<file path="src/rtl/mac_loader_pkg.sv">
// mac_loader_pkg: shared state encoding, header bit positions and
// size helpers for the MAC operand loader (mac_operand_loader).
package mac_loader_pkg;

  localparam logic [2:0] IDLE    = 3'd0;
  localparam logic [2:0] PAYLOAD = 3'd1;
  localparam logic [2:0] CHECK   = 3'd2;
  localparam logic [2:0] APPLY   = 3'd3;
  localparam logic [2:0] COMMIT  = 3'd4;

  typedef enum logic [2:0] {
    S_IDLE    = IDLE,
    S_PAYLOAD = PAYLOAD,
    S_CHECK   = CHECK,
    S_APPLY   = APPLY,
    S_COMMIT  = COMMIT
  } state_t;

  localparam int HDR_TARGET = 0;
  localparam int HDR_COMMIT = 1;

  function automatic int nbytes(input int n_stage);
    return (1 << n_stage) / 8;
  endfunction

  // byte counter width, never below one bit
  function automatic int cnt_w(input int n_stage);
    return (n_stage > 4) ? n_stage - 3 : 1;
  endfunction

endpackage

</file>
<file path="src/rtl/operand_byte_shreg.sv">
// operand_byte_shreg: byte-indexed staging register with running XOR.
// Ports: start seeds xsum with din and clears data; wr_en writes byte idx; clr drops all.
module operand_byte_shreg #(
  parameter int NBYTES = 8,
  parameter int IDX_W  = 3
) (
  input  logic                  clk,
  input  logic                  reset,
  input  logic                  start,
  input  logic                  wr_en,
  input  logic                  clr,
  input  logic [IDX_W-1:0]      idx,
  input  logic [7:0]            din,
  output logic [8*NBYTES-1:0]   data,
  output logic [7:0]            xsum
);

  always_ff @(posedge clk) begin
    if (reset || clr) begin
      data <= '0;
      xsum <= '0;
    end else if (start) begin
      data <= '0;
      xsum <= din;
    end else if (wr_en) begin
      for (int i = 0; i < NBYTES; i++) begin
        if (idx == IDX_W'(i)) begin
          data[8*i +: 8] <= din;
        end
      end
      xsum <= xsum ^ din;
    end
  end

endmodule

</file>
<file path="src/rtl/mac_operand_loader.sv">
// mac_operand_loader: byte-serial loader committing w/x operand vectors atomically.
// Ports: in_data/in_valid/in_ready byte stream; w_out/x_out/out_valid to MAC; err checksum pulse.
// Macro OPERAND_LOADER_CHECKSUM_EN adds a per-frame XOR checksum byte and drives err.
module mac_operand_loader
  import mac_loader_pkg::*;
#(
  parameter  int N_STAGE = 6,
  localparam int VEC_W   = 2 ** N_STAGE
) (
  input  logic             clk,
  input  logic             reset,
  input  logic [7:0]       in_data,
  input  logic             in_valid,
  output logic             in_ready,
  output logic [VEC_W-1:0] w_out,
  output logic [VEC_W-1:0] x_out,
  output logic             out_valid,
  output logic             err
);

  localparam int NB = nbytes(N_STAGE);
  localparam int CW = cnt_w(N_STAGE);
  localparam logic [CW-1:0] LAST = CW'(NB - 1);

  state_t           state;
  logic [CW-1:0]    byte_cnt;
  logic             hdr_target;
  logic             hdr_commit;
  logic [VEC_W-1:0] shadow_w;
  logic [VEC_W-1:0] shadow_x;
  logic [VEC_W-1:0] stage_data;
  logic [7:0]       xsum;
  logic             acc;
  logic             sh_start;
  logic             sh_wr;
  logic             sh_clr;
  logic             chk_ok;

  assign in_ready = (state == S_IDLE) ||
                    (state == S_PAYLOAD) ||
                    (state == S_CHECK);
  assign acc      = in_valid & in_ready;
  assign sh_start = acc & (state == S_IDLE);
  assign sh_wr    = acc & (state == S_PAYLOAD);
  assign chk_ok   = (in_data == xsum);

`ifdef OPERAND_LOADER_CHECKSUM_EN
  assign sh_clr = acc & (state == S_CHECK) & ~chk_ok;
`else
  assign sh_clr = 1'b0;
  logic unused_chk;
  assign unused_chk = chk_ok;
`endif

  operand_byte_shreg #(
    .NBYTES (NB),
    .IDX_W  (CW)
  ) u_shreg (
    .clk   (clk),
    .reset (reset),
    .start (sh_start),
    .wr_en (sh_wr),
    .clr   (sh_clr),
    .idx   (byte_cnt),
    .din   (in_data),
    .data  (stage_data),
    .xsum  (xsum)
  );

  always_ff @(posedge clk) begin
    if (reset) begin
      state      <= S_IDLE;
      byte_cnt   <= '0;
      hdr_target <= 1'b0;
      hdr_commit <= 1'b0;
      shadow_w   <= '0;
      shadow_x   <= '0;
      w_out      <= '0;
      x_out      <= '0;
      out_valid  <= 1'b0;
      err        <= 1'b0;
    end else begin
      out_valid <= 1'b0;
      err       <= 1'b0;
      unique case (state)
        S_IDLE: begin
          if (in_valid) begin
            hdr_target <= in_data[HDR_TARGET];
            hdr_commit <= in_data[HDR_COMMIT];
            byte_cnt   <= '0;
            state      <= S_PAYLOAD;
          end
        end
        S_PAYLOAD: begin
          if (in_valid) begin
            byte_cnt <= byte_cnt + 1'b1;
            if (byte_cnt == LAST) begin
              byte_cnt <= '0;
`ifdef OPERAND_LOADER_CHECKSUM_EN
              state    <= S_CHECK;
`else
              state    <= S_APPLY;
`endif
            end
          end
        end
`ifdef OPERAND_LOADER_CHECKSUM_EN
        S_CHECK: begin
          if (in_valid) begin
            err   <= ~chk_ok;
            state <= chk_ok ? S_APPLY : S_IDLE;
          end
        end
`endif
        S_APPLY: begin
          if (hdr_target) shadow_x <= stage_data;
          else            shadow_w <= stage_data;
          state <= hdr_commit ? S_COMMIT : S_IDLE;
        end
        S_COMMIT: begin
          w_out     <= shadow_w;
          x_out     <= shadow_x;
          out_valid <= 1'b1;
          state     <= S_IDLE;
        end
        default: state <= S_IDLE;
      endcase
    end
  end

endmodule

</file>
<file path="config.mk">
export PLATFORM = sky130hd
export DESIGN_NAME = mac_operand_loader
export DESIGN_NICKNAME = d
export VERILOG_FILES = /design/src/rtl/mac_loader_pkg.sv /design/src/rtl/operand_byte_shreg.sv /design/src/rtl/mac_operand_loader.sv
export SDC_FILE = /design/constraint.sdc
export NUM_CORES = 1
export LEC_CHECK = 0
export ABC_AREA = 1
export BUFFER_PORTS_ARGS = -buffer_cell sky130_fd_sc_hd__buf_2
export CORE_ASPECT_RATIO = 0.8
export CORE_MARGIN = 2
export CORE_UTILIZATION = 52
export CTS_CLUSTER_SIZE = 14
export DETAILED_ROUTE_END_ITERATION = 10
export PLACE_DENSITY = 0.73
export SLEW_MARGIN = 30
export SYNTH_ARGS = -nofsm -noshare
export SYNTH_HDL_FRONTEND = slang
export SYNTH_SLANG_ARGS = --single-unit
</file>
<file path="constraint.sdc">
create_clock -name clk -period 1.6 [get_ports clk]
set_clock_uncertainty 0.15 [all_clocks]
set_input_delay 0.16 -clock clk [delete_from_list [all_inputs] [get_ports clk]]
set_output_delay 0.16 -clock clk [all_outputs]
set_load 0.02 [all_outputs]
</file>
; Yosys cells after proc, flatten, opt, wreduce, memory -nomap -nowiden
; Cells that the tools add are included.
; W data, S select, Z words.
[word_totals]
register_bits = 329
latch_bits = 0
ram_bits = 0
romBits = 0
input_bits = 11
out_inout_bits = 131
wordCells = 65
mem_count = 0
[classes]
add_sub_neg = 1
multipliers = 0
div = 0
magnitude_cmp = 0
n_eq_ne = 14
shift = 0
muxes = 10
bitwise_logic = 4
reduce_logical = 19
[op_table]
columns = operator, count
row1 = $reduce_and A2 Y1, 11
row2 = $mux W3, 7
row3 = $eq A3 B3 Y1 const B, 5
row4 = $eq A3 B2 Y1 const B, 4
row5 = $pmux W3 S3, 1
row6 = $eq A3 B1 Y1 const B, 2
row7 = $logic_not A3 Y1, 2
row8 = $pmux W3 S2, 1
row9 = $reduce_and A3 Y1, 2
row10 = $ne A2 B2 Y1 const B, 2
row11 = $add A3 B1 Y3 const B, 1
row12 = $and A1 B1 Y1, 3
row13 = $logic_or A1 B1 Y1, 2
row14 = $ne A2 B1 Y1 const B, 1
row15 = $reduce_bool A2 Y1, 1
row16 = $reduce_or A2 Y1, 1
row17 = $mux W1, 1
row18 = $not A1 Y1, 1

; Longest topological paths before layout
[logic_depth]
ltp_word = 6
depth_mapped = 8
ltp_nobuf = 8

; Modules after synthesis
; A second synthesis with hierarchy kept.
[unflattened]
cells_unflattened = 1924
area_unflattened_um2 = 13417.9
[modules_own_cells]
columns = module, instances, cells_per_inst, area_each_um2, seq_area_each_um2
row1 = mac_operand_loader, 1, 1503, 10438.8, 5305.1
row2 = operand_byte_shreg, 1, 421, 2979.1, 1441.4

; Least setup slack after synthesis
; Ideal clock, no wire load.
[synth_timing]
path_kind = reg2reg
start = register byte_cnt[0]
end = register u_shreg.data[62]
setup_ns = 0.113
t_arrival_ns = 1.305
required_time_ns = 1.337
setup_slack_ns = 0.031
path_stages_with_launch = 8
path_buffers = 1
period_less_slack_ns = 1.569
cell_sequence = dfxtp_1 > ha_1 > ha_1 > nand4_2 > clkbuf_1 > nand2_1 > nand2_1 > nor2_1
[synth_via]
elab_chain_cells = 2
[synth_rtl]
columns = item, line
row1 = "start, declared", mac_operand_loader.sv:26  ; logic [CW-1:0] byte_cnt;
row2 = "start signal, assigned", mac_operand_loader.sv:96  ; byte_cnt <= byte_cnt + 1'b1;
row3 = $eq A3 B3 Y1, operand_byte_shreg.sv:27  ; if (idx == IDX_W'(i)) begin
row4 = $reduce_and A2 Y1 (no source line), --
row5 = "end signal, assigned by index", operand_byte_shreg.sv:28  ; data[8*i +: 8] <= din;
row6 = "end, declared", operand_byte_shreg.sv:14  ; output logic [8*NBYTES-1:0] data,
; No other way between the ends.
; A chain may end at the register's enable or synchronous reset.

; Worst setup path after layout
[layout_timing]
start = register state[0]
end = output in_ready
[layout_via]
elab_chain_cells = 3
elab_cells_between_ends = 5
classes_between = eq/ne: 2 / reduce/logical: 3
[layout_rtl]
columns = item, line
row1 = "start, declared", mac_operand_loader.sv:25  ; state_t state;
row2 = "start signal, assigned", mac_operand_loader.sv:118  ; state <= hdr_commit ? S_COMMIT : S_IDLE;
row3 = $eq A3 B1 Y1 / $logic_not A3 Y1 (equally long branches), "mac_operand_loader.sv:40, mac_operand_loader.sv:39"
row4 = $logic_or A1 B1 Y1, mac_operand_loader.sv:39  ; assign in_ready = (state == S_IDLE) ||
row5 = $logic_or A1 B1 Y1 (*), mac_operand_loader.sv:40  ; (state == S_PAYLOAD) ||
row6 = "end, declared", mac_operand_loader.sv:14  ; output logic in_ready,
; Every way passes the cells marked *; elsewhere a longest branch is shown, timed or not.

==> impl_metrics.csv <==
group,metric,value,unit
die,rows,49,
synthesis,synth-async-reset-ratio,0,%
setup_path,reg2reg_slack,-0.02,ns
sta,fin_ws,-0.03239,ns
routing,drc,0,
setup_path,arrival,1.32,ns
synthesis,yosysWarnings,0,
setup_path,critical_path_required,1.29,ns
clocking,htreeDepth,1,
run_status,violations,"negative setup slack",
sta,finalMaxSlewViolations,0,
die,core-area,22500,um^2
grt,antenna_found_initial,0,
clocking,clk_path_buf_depth,3,
layout,drive_above_1_share,15.82,%
placed_design,portBuffers,140,
synthesis,synth-seq-cells,329,
routing,drt_pass1_iterations,5,
min_path,hold_class,"flip-flop to flip-flop",
grt,grt_pass1_wl,45.81,mm
layout,antenna_cells,0,
layout,nets,1632,
grt,grt_max_degree,81,
clocking,cts_tree,"done",
clocking,path_clk_slew,0.06,ns
sta,fin_tns_setup,-0.05571,ns
routing,wl_per_cell,14.93,um
clocking,numCtsBuffers,31,
placed_design,pre_cts_ws,-0.02748,ns
placed_design,finalWeightedCongestion,0.9145,
placed_design,dpl.cell_count,1870,
job,maxCapViolCount,0,
setup_path,path_class,"flip-flop to output pin",
sta,setup_viol,4,
run_status,status,"complete, but fails checks",
layout,stdcell_count,1943,
synthesis,synth-seq-area-share,55.16,%
routing,drt_iter0_drc,645,
synthesis,synthDistinctLibCells,25,
die,die_w,173.4,um
synthesis,synth.cell_area,11940,um^2
layout,area_delta_synth_final,19.96,%
die,start_util,53.07,%
sta,max_freq,0.6126,GHz
synthesis,synthTopCellsByArea,"dfxtp_1 (55%), nor2_1 (10%), o21ai_1 (5.9%)",
synthesis,synth_nets,1516,
placed_design,dp_hpwl,17.85,mm
die,die_h,139.5,um
clocking,clk_latency,0.54,ns
synthesis,synth_simple_gate_area_share,19.48,%
synthesis,synth_compound_area_share,16.57,%
sta,hold_viol,0,
setup_path,end_kind,"output pin",
power,cellPowerDensity,1108,nW/um^2
power,ir_drop,0.0007781,V
sta,period_needed,1.632,ns
grt,grt_pass1_vias,9162,
synthesis,syn_area_per_cell,7.965,um^2
routing,routed_via_density,5.270,
setup_path,worstPathMaxFanout,4,
routing,drt_wl_total,29.02,mm
synthesis,synth-main-ff-cell,"dfxtp_1",
synthesis,synthMuxAreaShare,0,%
sta,period_share,102.0,%
die,ioPinCount,142,
setup_path,max_stage_delay,0.34,ns
synthesis,synth_top_area_cell,"dfxtp_1",
layout,fin_util,63.66,%
synthesis,synthXorXnorAreaFrac,0,%
layout,finalInstanceArea,14320,um^2
die,dieArea,24200,um^2
setup_path,crit_slowest_cell,"dfxtp_4",
power,p_leak,6.138,nW
synthesis,synthAdderAreaFrac,0.6287,%
routing,vias,10240,
setup_path,critical_path.cell_chain,"buf_6 -> a21oi_4 -> buf_6",
grt,overflow,0,
setup_path,start_kind,"flip-flop",
grt,gr-usage-all-layers,22.54,%
routing,ant_nets,0,
synthesis,synth_top_family_by_area,"simple AND/OR/NAND/NOR gates",
synthesis,syn_inst,1499,
sta,rsz0062_at_grt,"true",
synthesis,synth_top_area_share,55.16,%
clocking,clock_sink_count,329,
clocking,clockRootBuffer,"clkbuf_16",
setup_path,crit_path_frequent_cell,"buf_6",
synthesis,synth_edf_count,0,
placed_design,place_area,12950,um^2
## state kept, by name, summed over array words and instances, names as in the netlist
name / count
u_shreg.data: 64
byte_cnt: 3
w_out: 64
shadow_x: 64
out_valid: 1
state: 3
shadow_w: 64
hdr_target: 1
hdr_commit: 1
x_out: 64
## metrics by stage
step	total power, mW	hold slack [ns]
4_1_cts	15.95	0.2917
2_1_floorplan	8.804	0.07907
3_3_place_gp	8.977	0.2892
5_1_grt	16.41	0.3231
3_5_place_dp	8.987	0.2920
6_report	15.88	0.3028
## Yosys cell counts, types with 3 or more instances
master,count
buf_2,47
inv_1,106
clkbuf_1,44
o21ai_0,118
nand4_1,49
dfxtp_1,329
o21ai_1,141
nor2_2,9
nor2_1,325
nor3_1,65
a21oi_1,133
ha_1,6
buf_4,17
nand2_1,92
inv_2,3
## cells by family (layout without fill, tap and decap cells)
group | count (synthesis) | count (layout)
AO/OA/AOI/OAI | 394 | 394
adder cells (fa/ha/maj) | 6 | 6
buffers and inverters | 222 | 360
flip-flops | 329 | 329
other | 1 | 1
AND/OR/NAND/NOR | 547 | 547
## area by class of cell
class                   count  area (um^2)
clock inverters             7        63.81
clock buffers              48        909.6
well taps                 306        382.9
multi-input cells         948         4456
inverters                 110        430.4
flip-flops and latches    329         6596
fillers                  1947         8177
repair buffers            195         1485
## worst paths after layout
path              cells after the start            to          from
setup reg to reg                      7     x_out[41]      state[0]
hold / removal                        2  shadow_x[63]  shadow_x[63]
hold reg to reg                       2  shadow_x[63]  shadow_x[63]
setup / recovery                      3      in_ready      state[0]
## layer usage
| metal | global-route usage [%] | up-vias | wire [um] | part of all wire (%) |
|---|---|---|---|---|
| met4 | 4.817 | 0 | 361 | 1.2 |
| li1 | - | 5157 | - | - |
| met3 | 4.071 | 31 | 1900 | 6.5 |
| met2 | 33.94 | 305 | 12710 | 44 |
| met5 | 0 | - | 0 | 0 |
| met1 | 33.78 | 4746 | 14040 | 48 |
## cells in the final DEF, fill, tap and decap left out, types with 2 or more instances in the layout
master,n
a21oi_1,132
buf_12,15
buf_16,3
buf_2,139
buf_4,19
buf_6,3
buf_8,2
clkbuf_1,10
clkbuf_16,35
clkbuf_8,7
clkinv_2,5
dfxtp_1,325
dfxtp_2,2
dfxtp_4,2
dlygate4sd3_1,10
ha_1,5
inv_1,106
inv_2,2
nand2_1,91
nand4_1,49
nand4_2,2
nor2_1,323
nor2_2,4
nor2_4,9
nor3_1,65
o21ai_0,100
o21ai_1,158
## power by group
group          switching [mW]  leakage [nW]  internal [mW]  total [mW]
Combinational           0.429          3.00          0.203       0.632
Sequential             0.0209          2.65           8.21        8.23
Clock                    2.97         0.482           4.04        7.01
## repair_timing
action / CTS / global route
endpoints found under the hold margin: 55 / 0
setup buffers: 1 / 3
gates resized for setup: 12 / 44
gates cloned: 0 / 4
hold buffers: 10 / 0
endpoints found under the setup margin: 39 / 141
pin swaps: 1 / 4
## critical path, delay by kind of cell (launching register included)
kind            cells  cell delay [ns]
buf+inv             2             0.27
flops               1             0.34
compound gates      1             0.17
No activity file was read; power rests on OpenSTA's default activity.
